<file path="src/rtl/sequenciador_linha_param_pkg.sv">
// ============================================================================
// Module : sequenciador_pkg
// Brief  : State encodings and default sizing for the bottling line sequencer.
// Rev    : 1.0
// ============================================================================
`default_nettype none

package sequenciador_pkg;

  localparam int STATE_W = 3;

  localparam logic [STATE_W-1:0] ST_IDLE       = 3'd0;
  localparam logic [STATE_W-1:0] ST_MOVE       = 3'd1;
  localparam logic [STATE_W-1:0] ST_RUN        = 3'd2;
  localparam logic [STATE_W-1:0] ST_MOVE_FINAL = 3'd3;
  localparam logic [STATE_W-1:0] ST_COUNT      = 3'd4;
  localparam logic [STATE_W-1:0] ST_PAUSED     = 3'd5;
  localparam logic [STATE_W-1:0] ST_FAULT      = 3'd6;

  typedef enum logic [STATE_W-1:0] {
    S_IDLE       = ST_IDLE,
    S_MOVE       = ST_MOVE,
    S_RUN        = ST_RUN,
    S_MOVE_FINAL = ST_MOVE_FINAL,
    S_COUNT      = ST_COUNT,
    S_PAUSED     = ST_PAUSED,
    S_FAULT      = ST_FAULT
  } state_t;

  localparam int DEF_BATCH_SIZE  = 12;
  localparam int DEF_CNT_W       = 8;
  localparam int DEF_TIMEOUT_CYC = 50_000_000;

endpackage

`default_nettype wire

</file>
<file path="src/rtl/sequenciador_linha_param_if.sv">
// ============================================================================
// Module : sequenciador_linha_param_if
// Brief  : Station/conveyor handshake bundle between sequencer and the line.
// Rev    : 1.0
// ============================================================================
`default_nettype none

interface sequenciador_linha_param_if
  import sequenciador_pkg::*;
#(
  parameter int N_STAGES   = 3,
  parameter int BATCH_SIZE = DEF_BATCH_SIZE,
  parameter int CNT_W      = DEF_CNT_W
);

  logic                          start;
  logic                          alarme_rolha;
  logic                          sensor_final;
  logic                          esteira_concluida;
  logic [N_STAGES-1:0]           stage_done;
  logic                          garrafa_aprovada;

  logic                          cmd_mover_esteira;
  logic [N_STAGES-1:0]           cmd_stage;
  logic                          batch_complete;
  logic [$clog2(BATCH_SIZE)-1:0] item_count;
  logic [CNT_W-1:0]              batch_count;
  logic [CNT_W-1:0]              reject_count;
  logic                          paused;
  logic                          fault;
  logic [$clog2(N_STAGES)-1:0]   stage_idx;

  modport master (
    input  start, alarme_rolha, sensor_final, esteira_concluida, stage_done, garrafa_aprovada,
    output cmd_mover_esteira, cmd_stage, batch_complete, item_count, batch_count,
           reject_count, paused, fault, stage_idx
  );

  modport slave (
    output start, alarme_rolha, sensor_final, esteira_concluida, stage_done, garrafa_aprovada,
    input  cmd_mover_esteira, cmd_stage, batch_complete, item_count, batch_count,
           reject_count, paused, fault, stage_idx
  );

endinterface

`default_nettype wire

</file>
<file path="src/rtl/sequenciador_linha_param_watchdog.sv">
// ============================================================================
// Module : temporizador_watchdog
// Brief  : Wait-state timeout counter; expired stays high until cleared.
// Rev    : 1.0
// ============================================================================
`default_nettype none

module temporizador_watchdog
  import sequenciador_pkg::*;
#(
  parameter int TIMEOUT_CYC = DEF_TIMEOUT_CYC,
  parameter int TO_W        = 26
) (
  input  logic clk,
  input  logic reset,
  input  logic clear,
  input  logic enable,
  output logic expired
);

  localparam logic [TO_W-1:0] LIMIT = TO_W'(TIMEOUT_CYC - 1);

  logic [TO_W-1:0] r_count;

  always_ff @(posedge clk or negedge reset) begin
    if (!reset) begin
      r_count <= '0;
    end else if (clear) begin
      r_count <= '0;
    end else if (enable && !expired) begin
      r_count <= r_count + 1'b1;
    end
  end

  assign expired = (r_count == LIMIT);

endmodule

`default_nettype wire

</file>
<file path="src/rtl/sequenciador_linha_param.sv">
// ============================================================================
// Module : sequenciador_linha_param
// Brief  : Bottling line master: per-station sequencing, pause/resume, batches.
// Rev    : 1.0
// ============================================================================
`default_nettype none

module sequenciador_linha_param
  import sequenciador_pkg::*;
#(
  parameter int                  N_STAGES    = 3,
  parameter logic [N_STAGES-1:0] MOVE_MASK   = N_STAGES'(3'b101),
  parameter int                  BATCH_SIZE  = DEF_BATCH_SIZE,
  parameter int                  CNT_W       = DEF_CNT_W,
  parameter int                  TIMEOUT_CYC = DEF_TIMEOUT_CYC,
  parameter int                  TO_W        = 26
) (
  input  logic                       clk,
  input  logic                       reset,
  sequenciador_linha_param_if.master bus
);

  localparam int                 SIDX_W   = $clog2(N_STAGES);
  localparam int                 IC_W     = $clog2(BATCH_SIZE);
  localparam logic [SIDX_W-1:0]  LAST_IDX = SIDX_W'(N_STAGES - 1);
  localparam logic [IC_W-1:0]    ITEM_MAX = IC_W'(BATCH_SIZE - 1);

  state_t              r_state, r_saved;
  logic [SIDX_W-1:0]   r_idx;
  logic [IC_W-1:0]     r_item;
  logic [CNT_W-1:0]    r_batch, r_reject;
  logic                r_batch_complete, r_sensor_prev;

  state_t              w_next, w_next_saved, w_base;
  logic [SIDX_W-1:0]   w_next_idx, w_base_idx, w_inc_idx;
  logic                w_base_reject, w_reject_inc, w_count_inc;
  logic                w_expired, w_sensor_rise, w_active;
  logic [N_STAGES-1:0] w_cmd_stage;

  assign w_inc_idx     = r_idx + 1'b1;
  assign w_sensor_rise = bus.sensor_final && !r_sensor_prev;
  assign w_active      = (r_state == S_MOVE) || (r_state == S_RUN) || (r_state == S_MOVE_FINAL);

  always_comb begin
    w_next        = r_state;
    w_next_saved  = r_saved;
    w_next_idx    = r_idx;
    w_base        = r_state;
    w_base_idx    = r_idx;
    w_base_reject = 1'b0;
    w_reject_inc  = 1'b0;
    w_count_inc   = 1'b0;
    case (r_state)
      S_IDLE: begin
        if (bus.start) begin
          if (bus.alarme_rolha) begin
            w_next       = S_PAUSED;
            w_next_saved = S_IDLE;
          end else begin
            w_next_idx = '0;
            w_next     = MOVE_MASK[0] ? S_MOVE : S_RUN;
          end
        end
      end
      S_MOVE: begin
        if (bus.esteira_concluida) w_base = S_RUN;
        else if (w_expired)        w_base = S_FAULT;
      end
      S_RUN: begin
        if (bus.stage_done[r_idx]) begin
          if (r_idx == LAST_IDX) begin
            if (bus.garrafa_aprovada) begin
              w_base = S_MOVE_FINAL;
            end else begin
              w_base        = S_IDLE;
              w_base_reject = 1'b1;
            end
          end else begin
            w_base_idx = w_inc_idx;
            w_base     = MOVE_MASK[w_inc_idx] ? S_MOVE : S_RUN;
          end
        end else if (w_expired) begin
          w_base = S_FAULT;
        end
      end
      S_MOVE_FINAL: begin
        if (bus.esteira_concluida) w_base = S_COUNT;
        else if (w_expired)        w_base = S_FAULT;
      end
      S_COUNT: begin
        if (w_sensor_rise) begin
          w_next      = S_IDLE;
          w_count_inc = 1'b1;
        end else if (w_expired) begin
          w_next = S_FAULT;
        end
      end
      S_PAUSED: begin
        if (!bus.alarme_rolha && bus.start) w_next = r_saved;
      end
      S_FAULT: begin
        if (bus.start && !bus.alarme_rolha) w_next = S_IDLE;
      end
      default: begin
        w_next     = S_IDLE;
        w_next_idx = '0;
      end
    endcase

    // The alarm commits the pending transition's side effects but parks in PAUSED;
    // a bare timeout under alarm resumes into the interrupted state, not FAULT.
    if (w_active) begin
      w_next_idx   = w_base_idx;
      w_reject_inc = w_base_reject;
      if (bus.alarme_rolha) begin
        w_next       = S_PAUSED;
        w_next_saved = (w_base == S_FAULT) ? r_state : w_base;
      end else begin
        w_next = w_base;
      end
    end
  end

  always_ff @(posedge clk or negedge reset) begin
    if (!reset) begin
      r_state          <= S_IDLE;
      r_saved          <= S_IDLE;
      r_idx            <= '0;
      r_item           <= '0;
      r_batch          <= '0;
      r_reject         <= '0;
      r_batch_complete <= 1'b0;
      r_sensor_prev    <= 1'b0;
    end else begin
      r_state          <= w_next;
      r_saved          <= w_next_saved;
      r_idx            <= w_next_idx;
      r_sensor_prev    <= bus.sensor_final;
      r_batch_complete <= 1'b0;
      if (w_reject_inc && (r_reject != {CNT_W{1'b1}})) r_reject <= r_reject + 1'b1;
      if (w_count_inc) begin
        if (r_item == ITEM_MAX) begin
          r_item           <= '0;
          r_batch          <= r_batch + 1'b1;
          r_batch_complete <= 1'b1;
        end else begin
          r_item <= r_item + 1'b1;
        end
      end
    end
  end

  temporizador_watchdog #(
    .TIMEOUT_CYC (TIMEOUT_CYC),
    .TO_W        (TO_W)
  ) u_watchdog (
    .clk     (clk),
    .reset   (reset),
    .clear   ((w_next != r_state) || (w_next_idx != r_idx)),
    .enable  (w_active || (r_state == S_COUNT)),
    .expired (w_expired)
  );

  always_comb begin
    w_cmd_stage = '0;
    if (r_state == S_RUN) w_cmd_stage[r_idx] = 1'b1;
  end

  assign bus.cmd_mover_esteira = (r_state == S_MOVE) || (r_state == S_MOVE_FINAL);
  assign bus.cmd_stage         = w_cmd_stage;
  assign bus.batch_complete    = r_batch_complete;
  assign bus.item_count        = r_item;
  assign bus.batch_count       = r_batch;
  assign bus.reject_count      = r_reject;
  assign bus.paused            = (r_state == S_PAUSED);
  assign bus.fault             = (r_state == S_FAULT);
  assign bus.stage_idx         = r_idx;

endmodule

`default_nettype wire

</file>
<file path="src/flat_wrapper.sv">
// flat-port wrapper written by rule: the top's interface ports become plain ports
module sequenciador_linha_param_flat import sequenciador_pkg::*;
#(
  parameter int                  N_STAGES    = 3,
  parameter logic [N_STAGES-1:0] MOVE_MASK   = N_STAGES'(3'b101),
  parameter int                  BATCH_SIZE  = DEF_BATCH_SIZE,
  parameter int                  CNT_W       = DEF_CNT_W,
  parameter int                  TIMEOUT_CYC = DEF_TIMEOUT_CYC,
  parameter int                  TO_W        = 26
)
  (clk, reset, bus_start, bus_alarme_rolha, bus_sensor_final, bus_esteira_concluida, bus_stage_done, bus_garrafa_aprovada, bus_cmd_mover_esteira, bus_cmd_stage, bus_batch_complete, bus_item_count, bus_batch_count, bus_reject_count, bus_paused, bus_fault, bus_stage_idx);
  sequenciador_linha_param_if #(.N_STAGES(N_STAGES), .BATCH_SIZE(BATCH_SIZE), .CNT_W(CNT_W)) bus_i ();
  input  logic clk;
  input  logic reset;
  input wire logic [$bits(bus_i.start)-1:0] bus_start;
  input wire logic [$bits(bus_i.alarme_rolha)-1:0] bus_alarme_rolha;
  input wire logic [$bits(bus_i.sensor_final)-1:0] bus_sensor_final;
  input wire logic [$bits(bus_i.esteira_concluida)-1:0] bus_esteira_concluida;
  input wire logic [$bits(bus_i.stage_done)-1:0] bus_stage_done;
  input wire logic [$bits(bus_i.garrafa_aprovada)-1:0] bus_garrafa_aprovada;
  output wire logic [$bits(bus_i.cmd_mover_esteira)-1:0] bus_cmd_mover_esteira;
  output wire logic [$bits(bus_i.cmd_stage)-1:0] bus_cmd_stage;
  output wire logic [$bits(bus_i.batch_complete)-1:0] bus_batch_complete;
  output wire logic [$bits(bus_i.item_count)-1:0] bus_item_count;
  output wire logic [$bits(bus_i.batch_count)-1:0] bus_batch_count;
  output wire logic [$bits(bus_i.reject_count)-1:0] bus_reject_count;
  output wire logic [$bits(bus_i.paused)-1:0] bus_paused;
  output wire logic [$bits(bus_i.fault)-1:0] bus_fault;
  output wire logic [$bits(bus_i.stage_idx)-1:0] bus_stage_idx;
  assign bus_i.start = bus_start;
  assign bus_i.alarme_rolha = bus_alarme_rolha;
  assign bus_i.sensor_final = bus_sensor_final;
  assign bus_i.esteira_concluida = bus_esteira_concluida;
  assign bus_i.stage_done = bus_stage_done;
  assign bus_i.garrafa_aprovada = bus_garrafa_aprovada;
  assign bus_cmd_mover_esteira = bus_i.cmd_mover_esteira;
  assign bus_cmd_stage = bus_i.cmd_stage;
  assign bus_batch_complete = bus_i.batch_complete;
  assign bus_item_count = bus_i.item_count;
  assign bus_batch_count = bus_i.batch_count;
  assign bus_reject_count = bus_i.reject_count;
  assign bus_paused = bus_i.paused;
  assign bus_fault = bus_i.fault;
  assign bus_stage_idx = bus_i.stage_idx;
  sequenciador_linha_param #(.N_STAGES(N_STAGES), .MOVE_MASK(MOVE_MASK), .BATCH_SIZE(BATCH_SIZE), .CNT_W(CNT_W), .TIMEOUT_CYC(TIMEOUT_CYC), .TO_W(TO_W)) u_core (.clk(clk), .reset(reset), .bus(bus_i));
endmodule
</file>
<file path="config.mk">
export PLATFORM = sky130hd
export DESIGN_NAME = sequenciador_linha_param_flat
export DESIGN_NICKNAME = d
export VERILOG_FILES = /design/src/rtl/sequenciador_linha_param_pkg.sv /design/src/rtl/sequenciador_linha_param_if.sv /design/src/rtl/sequenciador_linha_param_watchdog.sv /design/src/rtl/sequenciador_linha_param.sv /design/src/flat_wrapper.sv
export SDC_FILE = /design/constraint.sdc
export NUM_CORES = 1
export LEC_CHECK = 0
export CORE_ASPECT_RATIO = 1.5
export CORE_UTILIZATION = 37
export DETAILED_ROUTE_END_ITERATION = 12
export SYNTH_ARGS = -nofsm -noshare
export SYNTH_HDL_FRONTEND = slang
export SYNTH_SLANG_ARGS = --single-unit
</file>
<file path="constraint.sdc">
create_clock -name clk -period 3.1 [get_ports clk]
set_input_delay 0.93 -clock clk [delete_from_list [all_inputs] [get_ports clk]]
set_output_delay 0.93 -clock clk [all_outputs]
set_load 0.02 [all_outputs]
</file>
==> results of run 1 <==
final cells by class:
| class | instances | area [µm²] |
|---|---|---|
| clock buffer | 8 | 146.4 |
| timing repair buffer | 67 | 618.1 |
| tap | 110 | 137.6 |
| fill | 809 | 4589 |
| inverter | 11 | 41.29 |
| multi-input combinational | 277 | 1841 |
| sequential | 56 | 1403 |
per-layer routing:
layer,routed length [µm],part of all wire
met5,0,0
met4,263,0.032
met3,239,0.029
met2,4376,0.53
met1,3355,0.41
logic make-up (layout without fill, tap and decap cells):
logic type / Yosys count / count (layout)
and+or+nand+nor: 166 / 166
buffers and inverters: 26 / 86
adders and majority gates: 7 / 7
muxes: 7 / 7
AOI/OAI and AO/OA: 55 / 56
DFF: 56 / 56
xor gates and xnor gates: 41 / 41
power groups by stage:
stage	sequential, mW	clock (mW)	combinational, mW
final	0.931	0.575	1.08
after detailed placement	0.940	0	1.07
after floorplan	0.933	0	0.657
after global placement	0.936	0	1.07
after global routing	0.944	0.620	1.17
after CTS	0.926	0.593	1.08
registers in the layout (all words and copies together), names as in the netlist, 2 cells and up:
name / cells
u_core.bus.batch_count: 8
u_core.bus.item_count: 4
u_core.u_watchdog.r_count: 26
u_core.r_saved: 3
u_core.bus.stage_idx: 2
u_core.r_state: 3
u_core.bus.reject_count: 8
layout by cell type, fill, tap and decap left out, types with 3 or more instances in the layout:
master / netlist / layout
nor4_1: 7 / 7
nand3_1: 14 / 14
dfrtp_1: 56 / 55
a31oi_1: 3 / 3
and2_1: 6 / 6
nand2_1: 29 / 29
buf_4: 0 / 27
clkdlybuf4s50_1: 0 / 37
nand4_1: 12 / 12
o21ai_0: 13 / 13
xor2_1: 10 / 10
inv_1: 10 / 10
nor2_1: 24 / 24
xnor2_1: 31 / 31
nor2b_1: 4 / 4
a21oi_1: 10 / 10
and4_1: 4 / 4
clkbuf_16: 0 / 5
o31ai_1: 5 / 5
ha_1: 7 / 7
and3_1: 4 / 4
mux2i_1: 3 / 3
or2_2: 5 / 5
nor3_1: 39 / 39
o211ai_1: 3 / 3
mux2_2: 4 / 4
nand2b_1: 5 / 5
metrics by stage:
stage	setup WS, ns	util
detailed placement	-0.3454	0.4574
finish	0.2317	0.4770
floorplan	0.5881	-
global route	0.1090	0.4770
global placement	-0.2746	0.4574
CTS	0.04856	0.4755
repair_timing:
action | in CTS | in global routing
setup endpoints to repair | 26 | 17
cloned | 1 | 0
gates resized for setup | 0 | 3
pin swaps | 1 | 0
buffers inserted | 0 | 0
worst max-delay path, stage by stage, from the launching register on:
cell and delay, ns:
dfrtp_2 0.51, clkinv_1 0.18, nor2_1 0.29, clkdlybuf4s50_1 0.67
how the worst max path moves through the flow:
stage | slack (ns) | startpoint | to
CTS | 0.05 | u_core.r_state[0] | bus_cmd_stage[1]
finish | 0.23 | u_core.r_state[0] | bus_cmd_mover_esteira
global placement | -0.27 | bus_stage_done[1] | u_core.u_watchdog.r_count[21]
detailed placement | -0.35 | bus_stage_done[1] | u_core.u_watchdog.r_count[14]
global route | 0.11 | bus_stage_done[1] | u_core.u_watchdog.r_count[23]
floorplan | 0.59 | bus_sensor_final | u_core.bus.batch_count[7]
==> results.cfg, run 1 <==
[sta]
slew_headroom = 0.4822
fin_crit_sh = 0.9253
max_freq_ghz = 0.3486
drv_slew = 0
finalWorstPathRequiredPeriod_ns = 2.868
setup-tns-final_ns = 0
number_of_failing_setup_endpoints_in_the_final_timing_report = 0
rsz0062_at_grt = no
worst_slew_pin_slew_ns = 0.7720
timing.hold.ws_ns = 0.4707
clock-skew-final_ns = 0.008442
hold_viol_final = 0

[synth]
synth_simple_gate_area_frac = 0.2710
share_of_cell_area_taken_by_muxes_after_synthesis = 0.02252
synth_top_area_frac = 0.4204
yosys_warnings = 0
synthesis.area_per_instance_um2 = 9.311
synth_compound_gate_area_share = 0.1171
synth.largest_area_cell = dfrtp_1
synth_top_cells_by_area = dfrtp_1 (42%), xnor2_1 (8.1%), nor3_1 (5.9%)
combinational_family_with_the_most_area_after_synthesis = simple AND/OR/NAND/NOR gates
synth-seq-area-share = 0.4204
synthArstFlopShare = 1.000
synth-adder-area-share = 0.02628
synth_seq_cells = 56
synth_xor_xnor_area_share = 0.1077
synth_commonest_cells = dfrtp_1 (56), nor3_1 (39), xnor2_1 (31), nand2_1 (29), nor2_1 (24)
synth_edf_count = 0
post_synth_inst_count = 358
ys.flop_type = dfrtp_1
synth.net_count = 375
synth.most_common_cell = dfrtp_1
synth_cell_type_count = 55
syn_area_um2 = 3333

[power]
cell_internal_pwr_mw = 1.573
ir_worst_vdd_uv = 328.5
p_comb_frac = 0.419
power.density_nw_per_um2 = 618.9
seqPwrFrac = 0.359
power.static_leakage_nw = 1.676
share_clk_of_total_power = 0.222
fraction_of_power_spent_switching_nets = 0.3929
net_load_switching_power_mw = 1.018
post-layout-total-power_mw = 2.591

[finish]
antenna-diode-count = 0
flow.area_growth_from_synthesis_pct = 25.60
layoutNonFillerInstCount = 529
fin_nets = 435
drive_gt1_frac = 0.1313
finish.instance_area_um2 = 4187

[routing]
vias_after_detailed_routing = 2923
drt_pass1_iterations = 4
antenna_violating_nets_post_route = 0
detailedRoute.firstIterationViolations = 184
wl_per_cell_um = 15.57
finalWirelength_um = 8234
drc = 0
post_drt_via_cell_ratio = 5.526

[place]
gp_congestion = 0.8787
count_of_placed_standard_cells_including_taps = 520
detailed_place.area_um2 = 4014
detailed_place_hpwl_um = 6002
port_buffers = 38

[clocking]
clock_path_buffers = 2
cts_tree = done
htreeDepth = 2
cts-root-buf = clkbuf_16
path_clk_slew_ns = 0.07
clock-sinks = 56
cts_buffers = 5
worstSkewPairLatency_ns = 0.30
postCtsHoldBufs = 0

[setup_path]
crit_path_max_fanout = 13
crit_path_end_kind = output port
timing.rr.end = u_core.u_watchdog.r_count[8]
timing.reg2reg.setup_slack_ns = 0.30
setup.worst_path.class = register to output port
worst_ep_arrival_time_ns = 1.94
worstRegToRegCells = 7
required_ns = 2.17
r2r_start = u_core.u_watchdog.r_count[0]
category_of_the_worst_setup_path_launch_point = register

[global_routing]
global_route.peak_usage_layer = met2
grt_max_degree = 30
gr-usage-all-layers = 0.1880
grtUsageMet3 = 0.03012
first_global_vias = 2928
grt_pass1_wl_um = 13810
globalRouteMet1Util = 0.2154
grt_use_met2 = 0.3317
antenna_violations_before_repair = 0
grt.overflow.total = 0

[floorplanning]
core_area_um2 = 8776
floorplan.rows = 42
die_area_um2 = 9400
floorplan.die.width_um = 79.50
initial_core_util = 0.3798
die_y_um = 118.2
io_pins = 39

[hold_path]
hold_path_class = register to register
worst_hold_path.num_cells = 1
timing.hold.worst.start = u_core.bus.batch_count[7]
whs_endpoint = u_core.bus.batch_count[7]

[run]
max-cap-violations = 0

[run_status]
run_status = finished clean
No activity file was read; power rests on OpenSTA's default activity.
==> run 2: changes to the inputs <==
--- a/config.mk
+++ b/config.mk
@@ -6,8 +6,10 @@
 export NUM_CORES = 1
 export LEC_CHECK = 0
 export CORE_ASPECT_RATIO = 1.5
+export CORE_MARGIN = 2
 export CORE_UTILIZATION = 37
 export DETAILED_ROUTE_END_ITERATION = 12
+export PLACE_DENSITY = 0.6
 export SYNTH_ARGS = -nofsm -noshare
 export SYNTH_HDL_FRONTEND = slang
 export SYNTH_SLANG_ARGS = --single-unit
==> run 2 against run 1 <==
  * Die area rose by 4.2%
  * Sequential power shrank 2%
  * Register-to-register slack about the same
  * Routed wire length is 1.4% higher
  * Utilization grew 0.30 points
  * Power grew 7.0%
  * Clock power grew 30%
  * Critical endpoint unchanged
  * Critical path type unchanged
  * Combinational power grew 4%
==> results.cfg, run 2 (synthesis results as in run 1) <==
[setup_path]
worst_path_cell_chain = clkinv_1 > nor2_1 > clkdlybuf4s50_1
worst_ep_arrival_time_ns = 2.03
setup.worst_path.class = register to output port
timing.reg2reg.setup_slack_ns = 0.30
cpPeakStageDelay_ns = 0.67
category_of_the_worst_setup_path_launch_point = register
crit_path_end_kind = output port
required_ns = 2.17
crit_path_max_fanout = 9
crit_slowest_cell = clkdlybuf4s50_1

[routing]
drc = 0
antenna_violating_nets_post_route = 0
post_drt_via_cell_ratio = 5.543
wl_per_cell_um = 15.84
drt_pass1_iterations = 5
detailedRoute.firstIterationViolations = 183
finalWirelength_um = 8350
vias_after_detailed_routing = 2921

[sta]
rsz0062_at_grt = no
drv_slew = 0
max_freq_ghz = 0.3380
worst_slew_pin_slew_ns = 0.7663
slew_headroom = 0.4844
setup-tns-final_ns = 0
finalWorstPathRequiredPeriod_ns = 2.958
hold_viol_final = 0
timing.hold.ws_ns = 0.4781
number_of_failing_setup_endpoints_in_the_final_timing_report = 0
fin_crit_sh = 0.9542
clock-skew-final_ns = 0.007765
setup_slack_ns = 0.1418

[hold_path]
hold_path_class = register to register

[floorplanning]
floorplan.die.width_um = 81.50
initial_core_util = 0.3798
core_area_um2 = 8776
die_y_um = 120.2
io_pins = 39
floorplan.rows = 42
die_area_um2 = 9799

[clocking]
cts_buffers = 5
post_cts_buffers = 0
clock-sinks = 56
htreeDepth = 2
worstSkewPairLatency_ns = 0.30
path_clk_slew_ns = 0.08
cts-root-buf = clkbuf_16
postCtsHoldBufs = 0
cts_tree = done
clock_path_buffers = 2

[run_status]
run_status = finished clean

[finish]
flow.area_growth_from_synthesis_pct = 26.39
drive_gt1_frac = 0.1271
post-route-util = 0.4800
layout_commonest_cell = dfrtp_1
layout.cells.most_common_list = dfrtp_1 (56), nor3_1 (39), clkdlybuf4s50_1 (37)
antenna-diode-count = 0
finish.instance_area_um2 = 4213
number_of_flip_flops_in_the_largest_register = 26
fin_nets = 433
regMostFlops = u_core.u_watchdog.r_count

[power]
fraction_of_power_spent_switching_nets = 0.3812
net_load_switching_power_mw = 1.057
power.density_nw_per_um2 = 658.2
p_comb_frac = 0.403
share_clk_of_total_power = 0.269
cell_internal_pwr_mw = 1.716
ir_worst_vdd_uv = 423.0
seqPwrFrac = 0.329
power.static_leakage_nw = 1.688

[global_routing]
antenna_violations_before_repair = 0
grt_max_degree = 30
grt_pass1_wl_um = 13820
first_global_vias = 2898
grt.overflow.total = 0
gr-usage-all-layers = 0.1802

[run]
max-cap-violations = 0

[place]
detailed_place_hpwl_um = 6064
gp_congestion = 0.9389
detailed_place.area_um2 = 3999
port_buffers = 38
place_ws_ns = -0.3276
run 2: cell types whose count changed in the layout (fill, tap and decap cells not counted):
cell | previous run | this run
nor3b_1 | 1 | 2
clkbuf_1 | 2 | 0
bufinv_16 | 0 | 2
nor3b_2 | 1 | 0
dfrtp_2 | 1 | 0
dfrtp_1 | 55 | 56
buf_4 | 27 | 25
inv_6 | 0 | 1
clkbuf_8 | 1 | 0
run 2: path summary, 6_finish.rpt:
check                           depth (start not counted)                          from                       endpoint
worst min register to register                          1     u_core.bus.batch_count[7]      u_core.bus.batch_count[7]
worst min-delay path                                    1     u_core.bus.batch_count[7]      u_core.bus.batch_count[7]
max in group asynchronous                               2                         reset              u_core.r_state[1]
worst max-delay path                                    3             u_core.r_state[0]          bus_cmd_mover_esteira
min in group asynchronous                               1                         reset     u_core.bus.reject_count[2]
worst max register to register                          9  u_core.u_watchdog.r_count[0]  u_core.u_watchdog.r_count[11]
run 2: power groups by stage:
stage          registers (mW)  clock network (mW)  logic, mW
3_5_place_dp            0.923                   0       1.10
5_1_grt                 0.926               0.791       1.22
4_1_cts                 0.910               0.763       1.12
6_report                0.911               0.745       1.12
3_3_place_gp            0.922                   0       1.09
2_1_floorplan           0.933                   0      0.657
run 2: layout make-up:
type / count / area [µm²]
multi-input cells: 277 / 1836
repair buffers: 65 / 603.1
clock buffers: 5 / 125.1
inverters: 11 / 41.29
well taps: 110 / 137.6
flip-flops and latches: 56 / 1401
fillers: 849 / 4563
clock inverters: 3 / 68.82
run 2: critical path: cells and delay by family, from the launching register on:
kind	cells	cell delay, ns
and+or+nand+nor	1	0.35
buffers and inverters	2	0.95
DFF	1	0.43
run 2: timing repair:
item                       in CTS  in global routing
hold endpoints to repair        0                  0
gates resized for setup         0                  1
pin swaps                       1                  0
setup endpoints to repair      14                 13
gates cloned                    1                  0
run 2: metal layers:
layer  global-route usage  part of all wire
met5                    0                 0
met4              0.08051             0.033
met3              0.02761             0.031
met2               0.3243              0.52
met1               0.2033              0.41
run 2: stage by stage:
step | total power, mW | std cells
after detailed placement | 2.027 | 518
final | 2.773 | 527
after CTS | 2.789 | 527
after global placement | 2.012 | 518
after global routing | 2.935 | 527
after floorplan | 1.589 | 358
